--- config.mk ---
export PLATFORM = sky130hd
export DESIGN_NAME = ccd_readout_sequencer
export DESIGN_NICKNAME = d
export VERILOG_FILES = /design/src/rtl/ccd_pkg.sv /design/src/rtl/ccd_edge_detect.sv /design/src/rtl/ccd_readout_sequencer.sv
export SDC_FILE = /design/constraint.sdc
export NUM_CORES = 1
export LEC_CHECK = 0
export ABC_AREA = 0
export BUFFER_PORTS_ARGS = -buffer_cell sky130_fd_sc_hd__buf_2
export CORE_AREA = 5 5 74 76
export DETAILED_ROUTE_END_ITERATION = 8
export DIE_AREA = 0 0 79 81
export GPL_TIMING_DRIVEN = 1
export PLACE_DENSITY = 0.76
export SYNTH_ARGS = -nofsm -noshare
export SYNTH_HDL_FRONTEND = slang
export SYNTH_SLANG_ARGS = --single-unit
--- constraint.sdc ---
create_clock -name i_clk -period 1.72 [get_ports i_clk]
set_input_delay 0.172 -clock i_clk [delete_from_list [all_inputs] [get_ports i_clk]]
set_output_delay 0.172 -clock i_clk [all_outputs]
set_load 0.005 [all_outputs]
--- src/rtl/ccd_pkg.sv ---
// Shared definitions for the CCD clock-phase interface: phase-vector bit positions,
// default timing/width constants and the readout sequencer state encoding.
package ccd_pkg;

  localparam int SETTLE_CYC_DEF = 4;
  localparam int CNT_W_DEF      = 12;

  // Bit positions of each phase inside the 4-bit phase vector.
  localparam int PH_P   = 0;
  localparam int PH_L1  = 1;
  localparam int PH_L2  = 2;
  localparam int PH_R   = 3;
  localparam int PH_NUM = 4;

  typedef enum logic [2:0] {
    ST_IDLE         = 3'd0,
    ST_WAIT_R_FALL  = 3'd1,
    ST_SETTLE_RST   = 3'd2,
    ST_WAIT_L2_FALL = 3'd3,
    ST_SETTLE_SIG   = 3'd4
  } seq_state_e;

endpackage

--- src/rtl/ccd_edge_detect.sv ---
// Per-bit edge detector: registers the previous value of each input bit and
// reports rise/fall combinationally against the current input.
module ccd_edge_detect #(
  parameter int W = 4
) (
  input  logic         i_clk,
  input  logic [W-1:0] i_cur,
  output logic [W-1:0] o_rise,
  output logic [W-1:0] o_fall
);

  logic [W-1:0] prev;

  // NOTE: prev has no reset branch on purpose; it loads the live input every
  // cycle, which is exactly the "history = current input" state wanted out of reset.
  always_ff @(posedge i_clk) begin
    prev <= i_cur;
  end

  assign o_rise = i_cur & ~prev;
  assign o_fall = ~i_cur & prev;

endmodule

--- src/rtl/ccd_readout_sequencer.sv ---
// CCD readout sequencer: follows the phase waveforms from the signal generator,
// issues CDS sample strobes, tracks pixel/line position and flags phase-order faults.
module ccd_readout_sequencer
  import ccd_pkg::*;
#(
  parameter int SETTLE_CYC = SETTLE_CYC_DEF,
  parameter int CNT_W      = CNT_W_DEF
) (
  input  logic             i_clk,
  input  logic             i_rst_n,
  input  logic             i_enable,
  input  logic             i_phi_p,
  input  logic             i_phi_l1,
  input  logic             i_phi_l2,
  input  logic             i_phi_r,
  output logic             o_smp_rst,
  output logic             o_smp_sig,
  output logic             o_pix_done,
  output logic [CNT_W-1:0] o_pix_idx,
  output logic [CNT_W-1:0] o_line_idx,
  output logic             o_busy,
  output logic             o_err_seq,
  output logic             o_err_ovl
);

  localparam logic [7:0]       SETTLE_LOAD = 8'(SETTLE_CYC - 1);
  localparam logic [CNT_W-1:0] PIX_MAX     = '1;

  logic [PH_NUM-1:0] phi, rise, fall;
  logic              p_rise, r_rise, r_fall, l2_fall;
  logic              unused_edges;

  seq_state_e state, state_nx;
  logic [7:0] cnt, cnt_nx;
  logic       smp_rst_nx, smp_sig_nx, err_seq_set;

  assign phi[PH_P]  = i_phi_p;
  assign phi[PH_L1] = i_phi_l1;
  assign phi[PH_L2] = i_phi_l2;
  assign phi[PH_R]  = i_phi_r;

  ccd_edge_detect #(.W(PH_NUM)) u_edge (
    .i_clk  (i_clk),
    .i_cur  (phi),
    .o_rise (rise),
    .o_fall (fall)
  );

  assign p_rise  = rise[PH_P];
  assign r_rise  = rise[PH_R];
  assign r_fall  = fall[PH_R];
  assign l2_fall = fall[PH_L2];
  assign unused_edges = ^{rise[PH_L1], fall[PH_L1], rise[PH_L2], fall[PH_P]};

  // NOTE: every always_comb output gets a default before any branch so no path
  // leaves a signal unassigned and no latch is inferred.
  always_comb begin
    state_nx    = state;
    cnt_nx      = cnt;
    smp_rst_nx  = 1'b0;
    smp_sig_nx  = 1'b0;
    err_seq_set = 1'b0;
    if (p_rise) begin
      // A line transfer aborts any pixel in flight.
      state_nx    = ST_IDLE;
      err_seq_set = (state != ST_IDLE);
    end else begin
      unique case (state)
        ST_IDLE: begin
          if (r_rise) state_nx = ST_WAIT_R_FALL;
        end
        ST_WAIT_R_FALL: begin
          if (r_rise || l2_fall) begin
            err_seq_set = 1'b1;
            state_nx    = ST_IDLE;
          end else if (r_fall) begin
            state_nx = ST_SETTLE_RST;
            cnt_nx   = SETTLE_LOAD;
          end
        end
        ST_SETTLE_RST: begin
          if (r_rise || l2_fall) begin
            err_seq_set = 1'b1;
            state_nx    = ST_IDLE;
          end else if (cnt == 8'd0) begin
            smp_rst_nx = 1'b1;
            state_nx   = ST_WAIT_L2_FALL;
          end else begin
            cnt_nx = cnt - 8'd1;
          end
        end
        ST_WAIT_L2_FALL: begin
          if (r_rise) begin
            err_seq_set = 1'b1;
            state_nx    = ST_IDLE;
          end else if (l2_fall) begin
            state_nx = ST_SETTLE_SIG;
            cnt_nx   = SETTLE_LOAD;
          end
        end
        ST_SETTLE_SIG: begin
          // Completion beats a coincident phi_r rise, which then starts the next pixel.
          if (cnt == 8'd0) begin
            smp_sig_nx = 1'b1;
            state_nx   = r_rise ? ST_WAIT_R_FALL : ST_IDLE;
          end else if (r_rise) begin
            err_seq_set = 1'b1;
            state_nx    = ST_IDLE;
          end else begin
            cnt_nx = cnt - 8'd1;
          end
        end
        default: state_nx = ST_IDLE;
      endcase
    end
  end

  // NOTE: sequential state uses non-blocking assignments so every register
  // samples the pre-edge values regardless of statement order.
  always_ff @(posedge i_clk) begin
    if (!i_rst_n || !i_enable) begin
      state      <= ST_IDLE;
      cnt        <= 8'd0;
      o_smp_rst  <= 1'b0;
      o_smp_sig  <= 1'b0;
      o_pix_done <= 1'b0;
      o_pix_idx  <= '0;
      o_line_idx <= '0;
      o_busy     <= 1'b0;
      o_err_seq  <= 1'b0;
      o_err_ovl  <= 1'b0;
    end else begin
      state      <= state_nx;
      cnt        <= cnt_nx;
      o_smp_rst  <= smp_rst_nx;
      o_smp_sig  <= smp_sig_nx;
      o_pix_done <= smp_sig_nx;
      o_busy     <= (state_nx != ST_IDLE);
      if (err_seq_set)         o_err_seq <= 1'b1;
      if (i_phi_l1 && i_phi_l2) o_err_ovl <= 1'b1;
      if (p_rise) begin
        o_pix_idx  <= '0;
        o_line_idx <= o_line_idx + CNT_W'(1);
      end else if (o_pix_done && (o_pix_idx != PIX_MAX)) begin
        o_pix_idx <= o_pix_idx + CNT_W'(1);
      end
    end
  end

endmodule
==> impl_results.md <==
* Ant diodes at 0
* Clk_lat worst skew at 0.30 ns
* Post-route insts no fill at 343
* CTS Sinks at 43
* Yosys reg bits at 43
* Boundary Pins at 37
* Top post-synthesis cells by area: dfxtp_1 42%, xor2_1 5.6%, nor2_1 4.8%
* Max-Cap Viols at 0
* Worst endpoint data arrival time at 1.86 ns
* First-pass GRT wire length at 7910 um
* EDFF count, synth at 0
* Sequential power share at 0.586
* Largest net degree at the start of global routing at 20
* Crit-path max FO at 3
* Total grt overflow at 0
* Floorplan row count at 25
* Total Nets Final at 298
* Clock root buffer: clkbuf_8
* Pwr dens at 680 nW/um2
* Drt initial violations at 128
* Core Region at 4660 um2
* Port bufs at 36
* CP Launch Type: flip-flop
* Final setup vio count at 0
* Final min period at 1.68 ns
* Vias at 1,904
* Setup tns final at 0 ns
* Synth Flop Type: dfxtp_1
* Hold path cells at 1
* CTS tree: yes
* Worst-path clk slew at 0.09 ns
* Detailed-route wire length at 4850 um
* Mean Syn Cell Area at 8.84 um2
* Via density at 5.55
* GPL Wtd Cong at 0.867
* Number of H-tree levels at 2
* Detail Route Antenna Nets at 0
* Tot Pwr at 1720 uW
* RR Startpoint: cnt[1]$_SDFFE_PP0P_
* Worst slew margin at 0.707
* Post-Syn Area at 2050 um2
* Clk_skew at 0.0114 ns
* DP HPWL at 3540 um
* Clock power share at 0.365
* Starting Density at 0.440
* Residual DRC count at 0
* Worst-Margin Slew at 0.438 ns
* Placed Cells incl. Taps at 333
* Leading area contributor after synthesis: dfxtp_1
* Max Slew Vio Count at 0
* Logic pwr share at 0.049
* Depth of the worst register-to-register path at 7
* Status: completed
* Routed len/inst at 14.1 um
* Seq/Total Area, Yosys at 0.420
* Die W at 79 um
* Warnings, synthesis at 0
* CP Capture Type: flip-flop
* Min-delay src: i_phi_r
* Vias in the first global route at 1,805
* Switching power at 398 uW
* Min-delay worst type: in2reg
* Pint at 1320 uW
* Number of distinct library cells after synthesis at 55
* Syn-to-layout area delta at 23.3%
* Worst vdd ir at 0.450 mV
* Longest Clk Path Bufs at 2
* TritonCTS buffer count at 5
* Reg-to-reg setup timing slack at 0.04 ns
* Total track usage at 0.154
* Die Ht at 81 um
* Worst Hold Endpoint: u_edge.prev[3]$_DFF_P_
* FF-to-FF End: o_busy$_SDFF_PP0_
* Maximum clock frequency at 597 MHz
* Post-layout util at 0.543
* Mapped Nets at 242
* Final hold vios at 0
* Leak at 0.00103 uW
* Antenna violations before repair at 0
* Required time of the worst setup path at 1.91 ns
* Net Sw Frac at 0.231
* Post-synth ARST share at 0
* Layout cell share with drive strength beyond 1 at 0.287
* Tcrit/Tclk final at 0.974
* Drt pass-1 iters at 4
* Post-Synthesis Cells at 232
* Critical path class: reg2reg
* Top-area cell type share of the netlist area at 0.420
* Die area at 6400 um2
==> synth_stat cells, drive strengths merged (4+ instances only) <==
cell / instances
clkbuf: 5
nor3: 7
nor2: 26
nor2b: 4
or3: 7
nand3b: 4
xor2: 13
buf: 5
o21ai: 9
a211oi: 4
nand3: 9
a21oi: 14
and3: 5
dfxtp: 43
nand4: 6
inv: 6
nand2: 16
a31oi: 5
==> per-layer routing <==
| metal | routed length (um) | vias to the layer above | share of wire | global-route usage |
|---|---|---|---|---|
| li1 | - | 951 | - | - |
| met1 | 2210 | 892 | 0.46 | 0.187 |
| met2 | 2310 | 57 | 0.48 | 0.258 |
| met3 | 268 | 4 | 0.055 | 0.0421 |
| met4 | 57 | 0 | 0.012 | 0.0636 |
| met5 | 0 | - | 0 | 0 |
==> flip-flops by register name, indices dropped and copies added, names as in the netlist <==
register and count:
o_busy 1, o_line_idx 12, state 3, u_edge.prev 3, o_pix_done 1, o_smp_rst 1, o_err_seq 1, o_err_ovl 1
cnt 8, o_pix_idx 12
==> placed cells by master (no fill, tap or decap), types with 2 or more instances in the layout <==
cell type	n
o21ai_0	8
inv_1	6
nand3b_1	4
a31oi_2	2
a31oi_1	3
xor2_1	13
or3_1	7
o211ai_1	3
ha_1	3
clkbuf_8	5
nor2_1	26
a21oi_1	14
nor4b_1	2
a211oi_2	2
a211oi_1	2
xnor2_1	2
buf_2	36
nor3_1	7
nand3_1	9
nor2b_1	4
o21a_1	3
nand2_1	14
a311oi_1	2
nand4_1	6
buf_4	22
and2b_1	2
dfxtp_1	42
a21o_1	3
and3_1	5
nand2_2	2
==> timing repair <==
item | in CTS | in global routing
gates resized for setup | 0 | 6
setup endpoints to repair | 0 | 9
hold buffers | 0 | 1
endpoints found under the hold margin | 0 | 1
setup buffers | 0 | 1
==> power groups by stage <==
stage | clock (uW) | sequential [uW] | combinational [uW]
final | 628 | 1010 | 84.4
after CTS | 651 | 1010 | 81.7
after floorplan | 0 | 1030 | 47.0
after detailed placement | 0 | 1030 | 82.0
after global routing | 695 | 1010 | 91.6
after global placement | 0 | 1030 | 80.4
==> area by class of cell <==
| cell class | count | area (um2) |
|---|---|---|
| Clock buffer | 6 | 72.6 |
| Clock inverter | 2 | 12.5 |
| Fill cell | 435 | 2130 |
| Inverter | 6 | 22.5 |
| Multi-Input combinational cell | 173 | 1140 |
| Sequential cell | 43 | 862 |
| Tap cell | 54 | 67.6 |
| Timing Repair Buffer | 59 | 355 |
==> worst max-delay path by stage <==
stage | from | endpoint | slack (ns) | cells after the start
floorplan | cnt[0]$_SDFFE_PP0P_ | cnt[3]$_SDFFE_PP0P_ | 0.03 | 8
global placement | state[1]$_SDFF_PP0_ | cnt[0]$_SDFFE_PP0P_ | 0.09 | 5
detailed placement | cnt[1]$_SDFFE_PP0P_ | o_busy$_SDFF_PP0_ | 0.06 | 7
CTS | state[1]$_SDFF_PP0_ | cnt[0]$_SDFFE_PP0P_ | 0.04 | 5
global route | cnt[1]$_SDFFE_PP0P_ | cnt[1]$_SDFFE_PP0P_ | -0.03 | 8
finish | cnt[1]$_SDFFE_PP0P_ | o_busy$_SDFF_PP0_ | 0.04 | 7
==> worst max-delay path: stages, from the launching register on <==
cell and delay [ns]:
dfxtp_1 0.35, inv_1 0.07, ha_1 0.20, nor4b_4 0.14
buf_4 0.16, a31oi_2 0.19, o32ai_2 0.11, or3_1 0.35
==> per-stage QoR <==
step	area, um2	setup slack (ns)	hold WS, ns
global placement	2400	0.0926	0.318
global route	2530	-0.0284	0.0173
floorplan	2050	0.0293	0.200
finish	2530	0.0445	0.0180
CTS	2480	0.0434	0.00827
detailed placement	2400	0.0569	0.319
==> kinds of logic after synthesis <==
group	count (synthesis)	synth area share
and+or+nand+nor	102	0.275
AOI/OAI and AO/OA	52	0.179
DFF	43	0.420
buffers and inverters	16	0.0397
xor gates and xnor gates	15	0.0641
adders and majority gates	3	0.0183
muxes	1	0.00488
Note: power is estimated with default switching activity, not from simulation.
